### config.mk
export PLATFORM = sky130hd
export DESIGN_NAME = alu_seq_ctrl
export DESIGN_NICKNAME = d
export VERILOG_FILES = /design/src/rtl/alu_pkg.sv /design/src/rtl/alu_func_decode.sv /design/src/rtl/alu_seq_ctrl.sv
export SDC_FILE = /design/constraint.sdc
export NUM_CORES = 1
export LEC_CHECK = 0
export BUFFER_PORTS_ARGS = -buffer_cell sky130_fd_sc_hd__clkbuf_2
export CORE_UTILIZATION = 45
export CTS_CLUSTER_DIAMETER = 80
export DETAILED_ROUTE_END_ITERATION = 8
export SYNTH_ARGS = -nofsm -noshare
export SYNTH_HDL_FRONTEND = slang
export SYNTH_SLANG_ARGS = --single-unit
### constraint.sdc
create_clock -name clk -period 2.75 [get_ports clk]
set_clock_uncertainty 0.1 [all_clocks]
set_input_delay 0.4125 -clock clk [delete_from_list [all_inputs] [get_ports clk]]
set_output_delay 0.4125 -clock clk [all_outputs]
set_load 0.005 [all_outputs]
### src/rtl/alu_pkg.sv
// rtl/alu_pkg.sv - ALUOp/funk codes, function-select enum and FSM state encoding for alu_seq_ctrl
package alu_pkg;

    // Operation class from main control
    localparam logic [2:0] ALUOP_RTYPE = 3'd0;
    localparam logic [2:0] ALUOP_SHIFT = 3'd1;
    localparam logic [2:0] ALUOP_ADD   = 3'd2;
    localparam logic [2:0] ALUOP_SUB   = 3'd3;
    localparam logic [2:0] ALUOP_AND   = 3'd4;
    localparam logic [2:0] ALUOP_OR    = 3'd5;
    localparam logic [2:0] ALUOP_SLT   = 3'd6;
    localparam logic [2:0] ALUOP_MUL   = 3'd7;

    // Function field when ALUOp selects the register-register class
    localparam logic [2:0] FUNK_ADD  = 3'd0;
    localparam logic [2:0] FUNK_SUB  = 3'd1;
    localparam logic [2:0] FUNK_AND  = 3'd2;
    localparam logic [2:0] FUNK_OR   = 3'd3;
    localparam logic [2:0] FUNK_XOR  = 3'd4;
    localparam logic [2:0] FUNK_NOR  = 3'd5;
    localparam logic [2:0] FUNK_SLT  = 3'd6;
    localparam logic [2:0] FUNK_SLTU = 3'd7;

    // Function field when ALUOp selects the shift class
    localparam logic [2:0] FUNK_SLL  = 3'd4;
    localparam logic [2:0] FUNK_SRL  = 3'd5;
    localparam logic [2:0] FUNK_SRA  = 3'd6;

    // Internal function select produced by the decoder
    typedef enum logic [3:0] {
        FN_ADD,
        FN_SUB,
        FN_AND,
        FN_OR,
        FN_XOR,
        FN_NOR,
        FN_SLT,
        FN_SLTU,
        FN_SLL,
        FN_SRL,
        FN_SRA,
        FN_MUL
    } func_sel_e;

    // Sequencer state encoding
    localparam logic [1:0] ST_IDLE  = 2'd0;
    localparam logic [1:0] ST_SHIFT = 2'd1;
    localparam logic [1:0] ST_MUL   = 2'd2;

    function automatic logic is_shift_fn(input func_sel_e f);
        return (f == FN_SLL) || (f == FN_SRL) || (f == FN_SRA);
    endfunction

endpackage

### src/rtl/alu_func_decode.sv
// rtl/alu_func_decode.sv - ALUOp/funk to function select; ALU_SEQ_MUL_EN enables the mul decode
module alu_func_decode
    import alu_pkg::*;
(
    input  logic [2:0] alu_op_i,
    input  logic [2:0] funk_i,
    output func_sel_e  fsel_o
);

    // Pure combinational decode; anything unlisted falls back to add
    always_comb begin
        fsel_o = FN_ADD;
        case (alu_op_i)
            ALUOP_RTYPE: begin
                case (funk_i)
                    FUNK_ADD:  fsel_o = FN_ADD;
                    FUNK_SUB:  fsel_o = FN_SUB;
                    FUNK_AND:  fsel_o = FN_AND;
                    FUNK_OR:   fsel_o = FN_OR;
                    FUNK_XOR:  fsel_o = FN_XOR;
                    FUNK_NOR:  fsel_o = FN_NOR;
                    FUNK_SLT:  fsel_o = FN_SLT;
                    default:   fsel_o = FN_SLTU;
                endcase
            end
            ALUOP_SHIFT: begin
                case (funk_i)
                    FUNK_SLL: fsel_o = FN_SLL;
                    FUNK_SRL: fsel_o = FN_SRL;
                    FUNK_SRA: fsel_o = FN_SRA;
                    default:  fsel_o = FN_ADD;
                endcase
            end
            ALUOP_ADD: fsel_o = FN_ADD;
            ALUOP_SUB: fsel_o = FN_SUB;
            ALUOP_AND: fsel_o = FN_AND;
            ALUOP_OR:  fsel_o = FN_OR;
            ALUOP_SLT: fsel_o = FN_SLT;
`ifdef ALU_SEQ_MUL_EN
            ALUOP_MUL: fsel_o = FN_MUL;
`else
            ALUOP_MUL: fsel_o = FN_ADD;
`endif
            default:   fsel_o = FN_ADD;
        endcase
    end

endmodule

### src/rtl/alu_seq_ctrl.sv
// rtl/alu_seq_ctrl.sv - sequenced ALU: single-cycle ops, bit-serial shifts, optional shift-add mul (ALU_SEQ_MUL_EN)
module alu_seq_ctrl
    import alu_pkg::*;
#(
    parameter int WIDTH = 32
) (
    input  logic             clk,
    input  logic             rst_n,
    input  logic             start,
    input  logic [2:0]       ALUOp,
    input  logic [2:0]       funk,
    input  logic [WIDTH-1:0] a,
    input  logic [WIDTH-1:0] b,
    output logic             busy,
    output logic             done,
    output logic [WIDTH-1:0] result,
    output logic             zero
);

    localparam int SHW = $clog2(WIDTH);
    localparam logic [SHW:0] CNT_ONE = (SHW+1)'(1);
`ifdef ALU_SEQ_MUL_EN
    localparam logic [SHW:0] CNT_MUL = (SHW+1)'(WIDTH);
`endif

    func_sel_e        fsel;
    logic [SHW-1:0]   shamt;
    logic [WIDTH-1:0] alu_res;
    logic [WIDTH-1:0] shifted;

    logic [1:0]       state_q,  state_d;
    logic [SHW:0]     count_q,  count_d;
    logic [WIDTH-1:0] work_q,   work_d;
    func_sel_e        kind_q,   kind_d;
    logic [WIDTH-1:0] result_q, result_d;
    logic             done_q,   done_d;
`ifdef ALU_SEQ_MUL_EN
    logic [WIDTH-1:0] mplr_q,   mplr_d;
    logic [WIDTH-1:0] acc_q,    acc_d;
    logic [WIDTH-1:0] acc_next;
`endif

    alu_func_decode u_decode (
        .alu_op_i (ALUOp),
        .funk_i   (funk),
        .fsel_o   (fsel)
    );

    assign shamt = b[SHW-1:0];

    // Single-cycle result; a shift by zero simply passes a through
    always_comb begin
        alu_res = a + b;
        case (fsel)
            FN_SUB:  alu_res = a - b;
            FN_AND:  alu_res = a & b;
            FN_OR:   alu_res = a | b;
            FN_XOR:  alu_res = a ^ b;
            FN_NOR:  alu_res = ~(a | b);
            FN_SLT:  alu_res = {{(WIDTH-1){1'b0}}, ($signed(a) < $signed(b))};
            FN_SLTU: alu_res = {{(WIDTH-1){1'b0}}, (a < b)};
            FN_SLL, FN_SRL, FN_SRA: alu_res = a;
            default: alu_res = a + b;
        endcase
    end

    // One-bit shift step of the captured operand
    always_comb begin
        case (kind_q)
            FN_SLL:  shifted = {work_q[WIDTH-2:0], 1'b0};
            FN_SRL:  shifted = {1'b0, work_q[WIDTH-1:1]};
            default: shifted = {work_q[WIDTH-1], work_q[WIDTH-1:1]};
        endcase
    end

`ifdef ALU_SEQ_MUL_EN
    // Accumulator after adding the current multiplicand when the multiplier LSB is set
    always_comb begin
        acc_next = mplr_q[0] ? (acc_q + work_q) : acc_q;
    end
`endif

    // Sequencer next state: accept in IDLE only, iterate, finish with a done pulse
    always_comb begin
        state_d  = state_q;
        count_d  = count_q;
        work_d   = work_q;
        kind_d   = kind_q;
        result_d = result_q;
        done_d   = 1'b0;
`ifdef ALU_SEQ_MUL_EN
        mplr_d   = mplr_q;
        acc_d    = acc_q;
`endif
        case (state_q)
            ST_IDLE: begin
                if (start) begin
                    if (is_shift_fn(fsel) && (shamt != '0)) begin
                        state_d = ST_SHIFT;
                        count_d = {1'b0, shamt};
                        work_d  = a;
                        kind_d  = fsel;
`ifdef ALU_SEQ_MUL_EN
                    end else if (fsel == FN_MUL) begin
                        state_d = ST_MUL;
                        count_d = CNT_MUL;
                        work_d  = a;
                        mplr_d  = b;
                        acc_d   = '0;
`endif
                    end else begin
                        result_d = alu_res;
                        done_d   = 1'b1;
                    end
                end
            end
            ST_SHIFT: begin
                work_d = shifted;
                if (count_q > CNT_ONE) begin
                    count_d = count_q - CNT_ONE;
                end else begin
                    count_d  = '0;
                    state_d  = ST_IDLE;
                    result_d = shifted;
                    done_d   = 1'b1;
                end
            end
`ifdef ALU_SEQ_MUL_EN
            ST_MUL: begin
                acc_d  = acc_next;
                work_d = {work_q[WIDTH-2:0], 1'b0};
                mplr_d = {1'b0, mplr_q[WIDTH-1:1]};
                if (count_q > CNT_ONE) begin
                    count_d = count_q - CNT_ONE;
                end else begin
                    count_d  = '0;
                    state_d  = ST_IDLE;
                    result_d = acc_next;
                    done_d   = 1'b1;
                end
            end
`endif
            default: begin
                state_d = ST_IDLE;
                count_d = '0;
            end
        endcase
    end

    // State registers; reset discards any operation in flight
    always_ff @(posedge clk or negedge rst_n) begin
        if (!rst_n) begin
            state_q  <= ST_IDLE;
            count_q  <= '0;
            work_q   <= '0;
            kind_q   <= FN_SLL;
            result_q <= '0;
            done_q   <= 1'b0;
`ifdef ALU_SEQ_MUL_EN
            mplr_q   <= '0;
            acc_q    <= '0;
`endif
        end else begin
            state_q  <= state_d;
            count_q  <= count_d;
            work_q   <= work_d;
            kind_q   <= kind_d;
            result_q <= result_d;
            done_q   <= done_d;
`ifdef ALU_SEQ_MUL_EN
            mplr_q   <= mplr_d;
            acc_q    <= acc_d;
`endif
        end
    end

    assign busy   = (state_q != ST_IDLE);
    assign done   = done_q;
    assign result = result_q;
    assign zero   = (result_q == '0);

endmodule

# Word-level counts from Yosys, hierarchy flattened
# Cells that the tools add are included.
# totals
regBits	77
in_bits	73
out_inout_bits	35
wordCells	87
# classes
add_sub_neg	3
n_lt_le_gt_ge	3
eq_ne	30
muxes	24
bitwise_logic	4
reduce_logical	17
# ops
op	count
case mux 32 bit (8 select lines)	1
case mux 32 bit (2 select lines)	3
2-to-1 mux 32 bit	5
less-than comparator 32 bit	2
adder 32 bit	1
AND 32 bit	1
zero test 32 bit	1
inverter 32 bit	1
OR 32 bit	1
subtractor 32 bit	1
bitwise XOR 32 bit	1
case mux 4 bit (7 select lines)	1
equality test 3 bit, second input constant	7
case mux 3 bit (7 select lines)	1
equality test 4 bit, second input constant	5
2-to-1 mux 6 bit	3
equality test 4 x 3 -> 1 bit, second input constant	4
equality test 3 x 2 -> 1 bit, second input constant	4
case mux 4 bit (3 select lines)	1
case mux 6 bit (2 select lines)	1
AND reduction 3 bit	3
equality test 4 x 2 -> 1 bit, second input constant	2
!= test 2 bit, second input constant	4
equality test 3 x 1 -> 1 bit, second input constant	2
other kinds (18)	25

# Longest topological paths before layout
# Gate-level depths: netlist of the first run.
# depth
word_depth	10
depth_mapped	13
depth_no_buf	13

# By module
# A second synthesis of the first run with hierarchy kept.
# hier_totals
hier_cells	1269
area_unflattened_um2	9327.7
# modules_own_cells
mod	instances	cells_each	area_per_inst_um2	seq_area_each_um2
alu_seq_ctrl	1	1254	9226.3	1903.1
alu_func_decode	1	15	101.3	0.0

# Worst setup path before layout of the first run
# No wires, ideal clock.
# synth_timing
path_kind	input to register
startpoint	in a[15]
endpoint	reg result_q[30] (netlist: result[30])
setup_time_ns	0.130
arrival_time_ns	2.842
required_time_ns	2.520
slack_ns	-0.322
path_stages	12
n_path_buf	1
cell_sequence	inv_1 > ha_1 > buf_6 > a211oi_1 > o211ai_1 > and3_1 > a311o_1 > a2111o_1 > a41oi_2 > xnor2_1 > a2111oi_2 > a21oi_1
# synth_between
elab_chain_len	5
word_cells_on_any_way	6
cone_classes	add/sub: 2; mux: 4
# synth_lines
item	line	rtl
from (decl)	alu_seq_ctrl.sv:12	input logic [WIDTH-1:0] a,
adder 32 bit or subtractor 32 bit (tied branches)	alu_seq_ctrl.sv:63, alu_seq_ctrl.sv:55	
case mux 32 bit (8 select lines) (*)	alu_seq_ctrl.sv:54	case (fsel)
2-to-1 mux 32 bit (*)	alu_seq_ctrl.sv:98	if (is_shift_fn(fsel) && (shamt != '0)) begin
2-to-1 mux 32 bit (*)	alu_seq_ctrl.sv:97	if (start) begin
case mux 32 bit (2 select lines) (*)	alu_seq_ctrl.sv:95	case (state_q)
to (signal assigned)	alu_seq_ctrl.sv:168	result_q <= result_d;
to (decl)	alu_seq_ctrl.sv:35	logic [WIDTH-1:0] result_q, result_d;
# Mark *: on every way between the ends. The rest lies on a longest branch, timed or not. The select of a mux whose other input is x is not followed.
# A chain may end at the register's enable or synchronous reset.

# Worst setup path after layout of the first run
# layout_timing
startpoint	in b[13]
endpoint	reg result_q[22] (netlist: result[22])
# layout_between
elab_chain_len	5
word_cells_on_any_way	6
cone_classes	add/sub: 2; mux: 4
# layout_lines
item	line	rtl
from (decl)	alu_seq_ctrl.sv:13	input logic [WIDTH-1:0] b,
adder 32 bit or subtractor 32 bit (tied branches)	alu_seq_ctrl.sv:63, alu_seq_ctrl.sv:55	
case mux 32 bit (8 select lines) (*)	alu_seq_ctrl.sv:54	
2-to-1 mux 32 bit (*)	alu_seq_ctrl.sv:98	
2-to-1 mux 32 bit (*)	alu_seq_ctrl.sv:97	
case mux 32 bit (2 select lines) (*)	alu_seq_ctrl.sv:95	
# Marked as above.

==> results of run 1 <==
-- timing repair --
item	4_1_cts	5_1_grt
hold endpoints to repair	37	0
pin swaps	15	45
hold buffers	1	0
buffers inserted	4	22
resized for setup	28	101
cloned	0	0
setup endpoints to repair	17	23
-- final cells by class --
cell class	instances	area, um^2
clock buffer	9	225
timing repair buffer	472	3450
multi-input combinational	1026	7370
fill	1853	6610
tap	270	338
inverter	102	398
sequential	76	1900
clock inverter	7	65.1
-- synth_stat cells (17+ instances only) --
| cell | count |
|---|---|
| a21o_1 | 25 |
| a21oi_1 | 115 |
| nor4_1 | 18 |
| a221oi_1 | 32 |
| a21boi_0 | 18 |
| ha_1 | 98 |
| mux2i_1 | 19 |
| inv_1 | 102 |
| clkbuf_1 | 63 |
| nor2b_1 | 17 |
| dfrtp_1 | 75 |
| o211ai_1 | 21 |
| nand2_1 | 150 |
| o21ai_0 | 93 |
| nand3_1 | 41 |
| nor3_1 | 20 |
| nor2_1 | 115 |
-- sequential cells by signal, summed over array words and instances (netlist names) --
name,count
state_q,1
count_q,6
result,32
done,1
kind_q,4
work_q,32
-- metrics by stage --
step	hold WS [ps]	util [%]	instance area (um^2)	worst slack, ps	power, uW
6_report	362	67.5	13800	-160	4380
2_1_floorplan	16.9	-	9630	-120	2060
4_1_cts	358	64.6	13200	-169	4170
5_1_grt	425	67.5	13800	-250	4550
3_3_place_gp	318	62.5	12700	-702	2920
3_5_place_dp	319	62.5	12700	-700	2930
-- cells in the final DEF (no fill, tap or decap), types with 21 or more instances in the layout --
master and count:
nor2_1 113, buf_4 354, dfrtp_1 74, nand3_1 40
a21o_1 25, o21ai_0 78, inv_1 83, a21oi_1 110
nand2_1 149, o211ai_1 21, ha_1 82, a221oi_1 26
clkbuf_2 96
-- cells by family (layout without fill, tap and decap cells) --
family | Yosys count | in the layout | synth area share [%]
and+or+nand+nor | 419 | 419 | 20.5
buffers and inverters | 192 | 590 | 8.62
DFF | 76 | 76 | 20.2
AOI/OAI and AO/OA | 470 | 470 | 33.6
muxes | 20 | 20 | 2.14
adders and majority gates | 100 | 100 | 13.4
xor gates and xnor gates | 17 | 17 | 1.58
-- metal layers --
metal,part of all wire (%),up-vias
met4,2.5,0
met3,8.9,79
li1,-,5492
met2,42,620
met1,46,5489
met5,0,-
-- how the worst min path moves through the flow --
stage	from	endpoint	slack (ps)	cells after the start
finish	start	work_q[17]	360	4
global route	start	work_q[17]	420	4
CTS	start	work_q[17]	360	4
detailed placement	rst_n	kind_q[2]	320	1
global placement	rst_n	kind_q[2]	320	1
floorplan	rst_n	count_q[0]	20	0
-- worst max-delay path: cells and delay by family --
kind | cells | cell delay, ps
simple gates | 4 | 960
fa+ha+maj | 1 | 220
buf+inv | 3 | 290
compound gates | 5 | 1210
-- power breakdown --
part,switching (uW),total (uW),leakage [uW],internal (uW)
Clock,579,1220,0.000141,637
Sequential,29.9,1170,0.00101,1140
Combinational,1040,1990,0.00555,952
Total,1650,4380,0.00670,2730
==> impl_results.md, run 1 <==
- Outcome: finished with violations
- Failing checks: negative setup slack
- FF-to-FF Start: count_q[4]
- Router iterations before antenna repair: 6
- Maximum clock path buffer count: 2
- H-Tree Depth: 3
- Worst path cell trace: buf_8, inv_4, ha_4, or4_4, nor3b_4, o31a_1, nor3_4, buf_6, o41a_1, o221a_2, o21ai_2, a21oi_1, nor2_1
- R2R cell count: 9
- Final HPWL DP: 31,100 um
- CP Max Fanout: 4
- F_max: 344 MHz
- DIE AREA: 21,500 um^2
- Fin. Hold Viols: 0
- Routability cong.: 0.995
- Cells after DPL: 1,922
- Max-slew violations: 0
- Crit Path Category: in -> reg
- Fin cells: 1,962
- Ant diodes: 0
- Mapped cell area: 9430 um^2
- Rows: 52
- P per Cell Area: 318 nW/um^2
- Crit path to: result[22]
- Vias/cell: 5.95
- Final nets: 1,860
- CP endpoint kind: flip-flop
- Critical path startpoint category: input port
- Vias in the first global route: 10.9k
- First-pass GRT wire length: 60,900 um
- Clk slew on worst S/H paths: 70 ps
- Post-synth top area cell: dfrtp_1
- Share of the synthesized area in the top cell type: 19.9%
- WP data required: 2930 ps
- Max-slew headroom: 57.0%
- Critical Path AT: 3090 ps
- Layout cells sized above 1: 36.2%
- Seq cells post-synth: 76
- Peak supply drop: 0.268 mV
- Post-synth cell types: 84
- Post-layout min period: 2910 ps
- CTS Sinks: 76
- Area grow syn2layout: 45.8%
- Detailed-route DRC error count: 0
- CORE AREA: 20,400 um^2
- Final WS setup: -160 ps
- WL per Instance: 20.4 um
- Initial antenna violation count: 0
- Tightest Pin Transition: 643 ps
- Clock root cell: clkbuf_16
- IO Port Bufs: 107
- Worst hold path type: in -> reg
- Starting Density: 46.3%
- Capture instance of the worst register-to-register path: result[31]
- GRT Total Usage: 36.5%
- Post-synth EDFFs: 0
- Final cycle utilization of the critical path: 106%
- Async SR Flop Fraction: 100%
- Max Cap Viol: 0
- GRT met2 Usage: 53.9%
- GRT busiest layer: met1
- Total gr overflow: 0
- Synth warnings: 0
- Clk_lat worst skew: 360 ps
- Main synth FF type: dfrtp_1
- Critical path origin: b[13]
- Critical path's largest stage delay: 560 ps
- DIE WIDTH: 147 um
- Synthesized net count: 1,467
- Drt total wl: 40,000 um
- Final setup violation count: 8
- R2r setup slk: 130 ps
- Mapped Avg Cell Area: 7.29 um^2
- Leak: 0.00670 uW
- CTS tree: built
- Total negative slack: -663 ps
- Drt initial violations: 1,172
- Sequential area share after synthesis: 20.2%
- ANT nets after route: 0
- RSZ-0062 raised after global routing: yes
- Num CTS Buffers: 9
- Synth Instances: 1,294
- Grt met1 use: 55.0%
- Synth top area cells: dfrtp_1 (20%), ha_1 (13%), a21oi_1 (6.1%)
- Vias: 11.7k
- Die Height: 147 um
- Met3 usage: 4.07%
- Slowest stage cell, crit path: or4_4
- Largest net degree at the start of global routing: 66
- Ports: 108
No activity file was read; power rests on OpenSTA's default activity.
==> run 2: changes to the inputs <==
--- a/config.mk
+++ b/config.mk
@@ -6,6 +6,7 @@
 export NUM_CORES = 1
 export LEC_CHECK = 0
 export BUFFER_PORTS_ARGS = -buffer_cell sky130_fd_sc_hd__clkbuf_2
+export CORE_ASPECT_RATIO = 1.25
 export CORE_UTILIZATION = 45
 export CTS_CLUSTER_DIAMETER = 80
 export DETAILED_ROUTE_END_ITERATION = 8
==> run 2 against run 1 <==
  * Flip-flop and latch count did not move
  * Global-route usage fell by 1.9 points
  * Routed wire length fell by 6.0%
  * Worst hold slack got worse by 19 ps
  * The flow still finishes with violations (negative setup slack)
  * Die area barely moved
  * Largest power group unchanged
  * Via count fell by 2.2%
  * Clock power rose by 3%
  * Cell count fell by 2.6%
  * Combinational power fell by 7%
  * Largest cell class unchanged
  * First-iteration DRC count fell by 11%
  * Critical path type unchanged
  * Utilization fell by 2.1 points
==> impl_results.md, run 2 (same netlist as run 1, synthesis figures left out) <==
- CP Max Fanout: 3
- Total Power: 4290 uW
- Most common cell after layout, fill and taps aside: buf_4
- Drt total wl: 37,700 um
- CP endpoint kind: flip-flop
- Max-slew headroom: 54.0%
- DIE WIDTH: 131 um
- Post-layout min period: 2850 ps
- Starting Density: 46.4%
- Outcome: finished with violations
- H-Tree Depth: 3
- CORE AREA: 20,300 um^2
- RSZ-0062 raised after global routing: yes
- Critical Path AT: 2980 ps
- Final HPWL DP: 29,300 um
- GRT Total Usage: 34.6%
- R2r setup slk: 120 ps
- Clk slew on worst S/H paths: 70 ps
- Area grow syn2layout: 41.0%
- F_max: 351 MHz
- CTS Sinks: 76
- Leak: 0.00644 uW
- Final cycle utilization of the critical path: 104%
- Largest net degree at the start of global routing: 46
- DIE AREA: 21,500 um^2
- IO Port Bufs: 107
- Failing checks: negative setup slack
- Num CTS Buffers: 9
- Peak supply drop: 0.245 mV
- Detailed-route DRC error count: 0
- WL per Instance: 19.7 um
- Router iterations before antenna repair: 6
- Ant diodes: 0
- CTS tree: built
- Max-slew violations: 0
- Ports: 108
- Drt initial violations: 1,038
- First-pass GRT wire length: 58,400 um
- Fin cells: 1,911
- Most frequent cells in the layout: buf_4 (296), nand2_1 (149), nor2_1 (114)
- Clock root cell: clkbuf_16
- Crit Path Category: in -> reg
- Total gr overflow: 0
- Final setup violation count: 5
- Final WS setup: -101 ps
- Initial antenna violation count: 0
- Rows: 58
- Worst hold path type: in -> reg
- Die Height: 164 um
- Layout cells sized above 1: 33.5%
- Final nets: 1,809
- Max Cap Viol: 0
- Vias/cell: 5.98
- WP data required: 2880 ps
- Tightest Pin Transition: 672 ps
- Vias: 11.4k
- Clk_lat worst skew: 350 ps
- Cells after DPL: 1,882
- Vias in the first global route: 10.9k
- ANT nets after route: 0
- Routability cong.: 0.945
- P per Cell Area: 322 nW/um^2
- Fillcell total: 1,889
- Maximum clock path buffer count: 2
- Fin. Hold Viols: 0
- Critical path startpoint category: input port
## run 2: path summary, 6_finish.rpt
path | depth (start not counted) | to | from
worst max-delay path | 14 | result[30] | a[0]
worst max register to register | 10 | result[21] | kind_q[3]
worst min-delay path | 3 | count_q[0] | b[0]
min in group asynchronous | 2 | count_q[3] | rst_n
max in group asynchronous | 3 | work_q[13] | rst_n
worst min register to register | 1 | kind_q[2] | kind_q[2]
## run 2: final cells by class
| type | instances | area (um^2) | share of cell area [%] |
|---|---|---|---|
| Clock buffer | 10 | 239 | 1.80 |
| Clock inverter | 6 | 71.3 | 0.536 |
| Inverter | 102 | 388 | 2.92 |
| Multi-Input combinational cell | 1026 | 7300 | 54.9 |
| Sequential cell | 76 | 1900 | 14.3 |
| Tap cell | 270 | 338 | 2.54 |
| Timing Repair Buffer | 421 | 3070 | 23.0 |
## run 2: through the flow
step	TNS (ps)	cell area, um^2	util [%]	worst slack, ps	hold WS, ps
6_report	-242	13300	65.5	-101	342
2_1_floorplan	-280	9630	-	-120	16.9
4_1_cts	-415	13000	63.8	-155	344
3_5_place_dp	-9410	12500	61.4	-551	365
5_1_grt	-1260	13300	65.5	-190	406
3_3_place_gp	-8730	12500	61.4	-498	368
## run 2: worst max-delay path, stage by stage
cell and delay (ps):
buf_8 100, buf_6 110, ha_4 150, inv_2 50, fa_2 190, nor2b_1 50, o31a_1 310, a211oi_4 270
o21ai_2 120, a2111o_1 430, a41oi_2 190, xnor2_1 110, a2111oi_2 370, a21oi_1 110
## run 2: metal layers
metal	track usage [%]	vias to the layer above	wire [um]
li1	-	5379	-
met4	14.7	0	1400
met3	4.29	108	2580
met5	0	-	0
met1	42.7	5374	15300
met2	60.6	560	18400
## run 2: report_power, final
part | total [uW] | internal [uW] | switching, uW | leakage, uW
Sequential | 1170 | 1140 | 27.6 | 0.00101
Combinational | 1850 | 869 | 985 | 0.00528
Clock | 1260 | 736 | 529 | 0.000146
Total | 4290 | 2750 | 1540 | 0.00644
## run 2: repair_timing
| action | CTS | global route |
|---|---|---|
| pin swaps | 29 | 32 |
| resized for setup | 32 | 63 |
| hold endpoints to repair | 5 | 0 |
| buffers inserted | 8 | 5 |
| endpoints found under the setup margin | 18 | 21 |
| cloned | 0 | 0 |
| hold buffers | 1 | 0 |
==> run 3: changes to the inputs <==
--- a/config.mk
+++ b/config.mk
@@ -7,9 +7,10 @@
 export LEC_CHECK = 0
 export BUFFER_PORTS_ARGS = -buffer_cell sky130_fd_sc_hd__clkbuf_2
 export CORE_ASPECT_RATIO = 1.25
-export CORE_UTILIZATION = 45
+export CORE_UTILIZATION = 60
 export CTS_CLUSTER_DIAMETER = 80
 export DETAILED_ROUTE_END_ITERATION = 8
+export PLACE_DENSITY = 0.87
 export SYNTH_ARGS = -nofsm -noshare
 export SYNTH_HDL_FRONTEND = slang
 export SYNTH_SLANG_ARGS = --single-unit
==> run 3 against run 2 <==
  * The run now fails in 5_1_grt
  * Synthesized cell count did not move
  * Area after synthesis did not move
==> impl_results.md, run 3 <==
- Starting Density: 62.3%
- Largest net degree at the start of global routing: 44
- Outcome: aborted with a tool error
- Synthesized net count: 1,467
- Routability cong.: 1.14
- Mapped Avg Cell Area: 7.29 um^2
- Synth warnings: 0
- Post-synth cell types: 84
- Worst End Pin Type: register input
- Async SR Flop Fraction: 100%
- CTS Sinks: 76
- DIE WIDTH: 114 um
- Count leader, synth: nand2_1
- Tool Error: [ERROR GRT-0232] Routing congestion too high. Check the congestion heatmap in the GUI.
- Ports: 108
- Sequential area share after synthesis: 20.2%
- Worst endpoint, post-GRT repair: result[30]$_DFFE_PN0P_/D
- Share of the synthesized area in the top cell type: 19.9%
- Mapped cell area: 9430 um^2
- IO Port Bufs: 107
- Main synth FF type: dfrtp_1
- Maximum clock path buffer count: 2
- Total gr overflow: 6
- Num CTS Buffers: 9
- Synth Instances: 1,294
- Synth top area cells: dfrtp_1 (20%), ha_1 (13%), a21oi_1 (6.1%)
- Exit stage: 5_1_grt
- Post-synth top cells: nand2_1 (150), a21oi_1 (115), nor2_1 (115)
- Final HPWL DP: 28,400 um
- Post-synth EDFFs: 0
- Rows: 50
- Die Height: 142 um
- Seq cells post-synth: 76
- Clock root cell: clkbuf_16
- GRT Total Usage: 73.5%
- Post-synth top area cell: dfrtp_1
- H-Tree Depth: 3
## run 3: cell families after synthesis
logic type	Yosys count	share of synthesized area [%]
AOI/OAI and AO/OA	470	33.6
and+or+nand+nor	419	20.5
buffers and inverters	192	8.62
adders and majority gates	100	13.4
DFF	76	20.2
muxes	20	2.14
xor gates and xnor gates	17	1.58
## run 3: what timing repair did
| item | CTS |
|---|---|
| pin swaps | 24 |
| gates resized for setup | 42 |
| setup endpoints to repair | 21 |
| hold buffers | 1 |
| endpoints found under the hold margin | 33 |
| setup buffers | 8 |
## run 3: layer usage
metal  GRT overflow  track usage (%)
met1              0             76.0
met2              4             89.7
met3              0             56.7
met4              2             69.3
met5              0             25.1
## run 3: stage by stage
stage / instance area (um^2) / cells / setup slack [ps] / TNS (ps) / util (%)
CTS: 12600 / 1803 / -105 / -243 / 83.2
detailed placement: 12000 / 1778 / -584 / -10080 / 79.5
global placement: 12000 / 1778 / -376 / -7160 / 79.5
floorplan: 9630 / 1294 / -120 / -280 / -
==> run 4: changes to the inputs <==
--- a/config.mk
+++ b/config.mk
@@ -6,11 +6,9 @@
 export NUM_CORES = 1
 export LEC_CHECK = 0
 export BUFFER_PORTS_ARGS = -buffer_cell sky130_fd_sc_hd__clkbuf_2
-export CORE_ASPECT_RATIO = 1.25
-export CORE_UTILIZATION = 60
-export CTS_CLUSTER_DIAMETER = 80
+export CORE_UTILIZATION = 40
 export DETAILED_ROUTE_END_ITERATION = 8
-export PLACE_DENSITY = 0.87
+export PLACE_DENSITY_LB_ADDON = 0.15
 export SYNTH_ARGS = -nofsm -noshare
 export SYNTH_HDL_FRONTEND = slang
 export SYNTH_SLANG_ARGS = --single-unit
==> run 4 against run 3 <==
  * The flow now finishes, with violations (negative setup slack)
==> impl_results.md, run 4 (same netlist as run 1, synthesis figures left out) <==
- Final nets: 1,848
- FF-to-FF Start: kind_q[3]
- Final cycle utilization of the critical path: 104%
- Pre-CTS WS: -634 ps
- DIE AREA: 24,200 um^2
- Hold depth: 3
- CTS tree: built
- Most common cell after layout, fill and taps aside: buf_4
- Num CTS Buffers: 9
- Worst path cell trace: buf_8, inv_4, ha_4, or4_4, nor3b_4, o31a_1, nor3_4, buf_4, o41a_1, o221a_2, o21ai_2, a21oi_2, nor2_1
- F_max: 351 MHz
- R2r setup slk: 230 ps
- Vias in the first global route: 10.9k
- Fillcell total: 2,187
- Critical Path AT: 3030 ps
- Max-slew headroom: 45.0%
- Leak: 0.00665 uW
- Fin. Hold Viols: 0
- Router iterations before antenna repair: 6
- ANT nets after route: 0
- Crit Path Category: in -> reg
- IO Port Bufs: 107
- CORE AREA: 22,800 um^2
- Peak supply drop: 0.291 mV
- Clk_lat worst skew: 350 ps
- Starting Density: 41.3%
- Outcome: finished with violations
- Maximum clock path buffer count: 2
- CP endpoint kind: flip-flop
- WL per Instance: 19.9 um
- Final setup violation count: 5
- Multi-input logic area: 7400 um^2
- Clk slew on worst S/H paths: 60 ps
- Placed instance area: 12,700 um^2
- Total negative slack: -340 ps
- Ports: 108
- Min-delay src: b[0]
- First-pass GRT wire length: 60,800 um
- Detailed-route DRC error count: 0
- Total gr overflow: 0
- Final instance area: 13,800 um^2
- Failing checks: negative setup slack
- Rows: 55
- Clock root cell: clkbuf_16
- Ant diodes: 0
- Hold endpoint: count_q[0]
- Vias: 11.6k
- Largest net degree at the start of global routing: 80
- Reg area: 1900 um^2
- Tightest Pin Transition: 804 ps
- Max Cap Viol: 0
- Slowest stage cell, crit path: or4_4
- Post-layout min period: 2850 ps
- Most frequent cells in the layout: buf_4 (338), nand2_1 (149), nor2_1 (114)
- Die Height: 156 um
- RSZ-0062 raised after global routing: yes
- Capture instance of the worst register-to-register path: result[21]
- Final HPWL DP: 31,100 um
- WP data required: 2930 ps
- Final WS setup: -99.9 ps
- Initial antenna violation count: 0
- CP Max Fanout: 5
- Routability cong.: 0.992
- GRT Total Usage: 32.4%
- P per Cell Area: 314 nW/um^2
- DIE WIDTH: 156 um
- Drt total wl: 39,800 um
- Max-slew violations: 0
- H-Tree Depth: 3
- R2R cell count: 10
- Critical path's largest stage delay: 550 ps
- Worst hold path type: in -> reg
- Total Power: 4330 uW
- Vias/cell: 5.84
- Area grow syn2layout: 46.0%
- Critical path startpoint category: input port
- Drt initial violations: 1,188
- Layout cells sized above 1: 36.2%
- CTS Sinks: 76
==> run 4: report_power, final <==
part,total [uW],switching [uW],internal (uW),leakage (uW)
clock network,1210,506,701,0.000136
registers,1170,29.2,1140,0.00101
logic,1950,1020,924,0.00551
==> run 4: stage by stage <==
step / std cells / hold WS (ps) / util (%)
2_1_floorplan: 1294 / 16.9 / -
3_3_place_gp: 1950 / 362 / 55.6
5_1_grt: 1993 / 345 / 60.3
3_5_place_dp: 1950 / 365 / 55.6
6_report: 1993 / 331 / 60.3
4_1_cts: 1982 / 328 / 58.1
==> run 4: cell type report <==
type / instances / share of cell area, %
clock buffers: 11 / 1.69
flip-flops and latches: 76 / 13.8
multi-input cells: 1026 / 53.7
repair buffers: 460 / 24.7
well taps: 313 / 2.84
inverters: 102 / 2.87
clock inverters: 5 / 0.400
==> run 4: worst max-delay path by stage <==
stage                     depth (start not counted)  slack [ps]  start    endpoint
after CTS                                        14        -160   a[0]  result[30]
after global placement                           14        -640   b[8]  result[22]
final                                            13        -100  b[12]  result[22]
after detailed placement                         15        -630  a[16]  result[28]
after global routing                             14        -190   a[0]  result[30]
after floorplan                                  12        -120   a[0]  result[30]
==> run 4: worst max-delay path: cells and delay by family <==
| kind | cells | cell delay (ps) |
|---|---|---|
| buffers and inverters | 3 | 310 |
| adders and majority gates | 1 | 220 |
| and+or+nand+nor | 4 | 910 |
| AOI/OAI and AO/OA | 5 | 1170 |
==> run 4: timing repair <==
item	in CTS	in global routing
buffers inserted	16	13
gates resized for setup	34	108
endpoints found under the setup margin	20	23
endpoints found under the hold margin	8	0
hold buffers	1	0
pin swaps	34	44
==> run 4: routing by layer <==
layer	wire length, um	global-route usage [%]	up-vias
met3	3250	3.36	67
met2	17100	49.5	534
met5	0	0	-
met1	18500	48.1	5567
li1	-	-	5475
met4	937	8.82	0
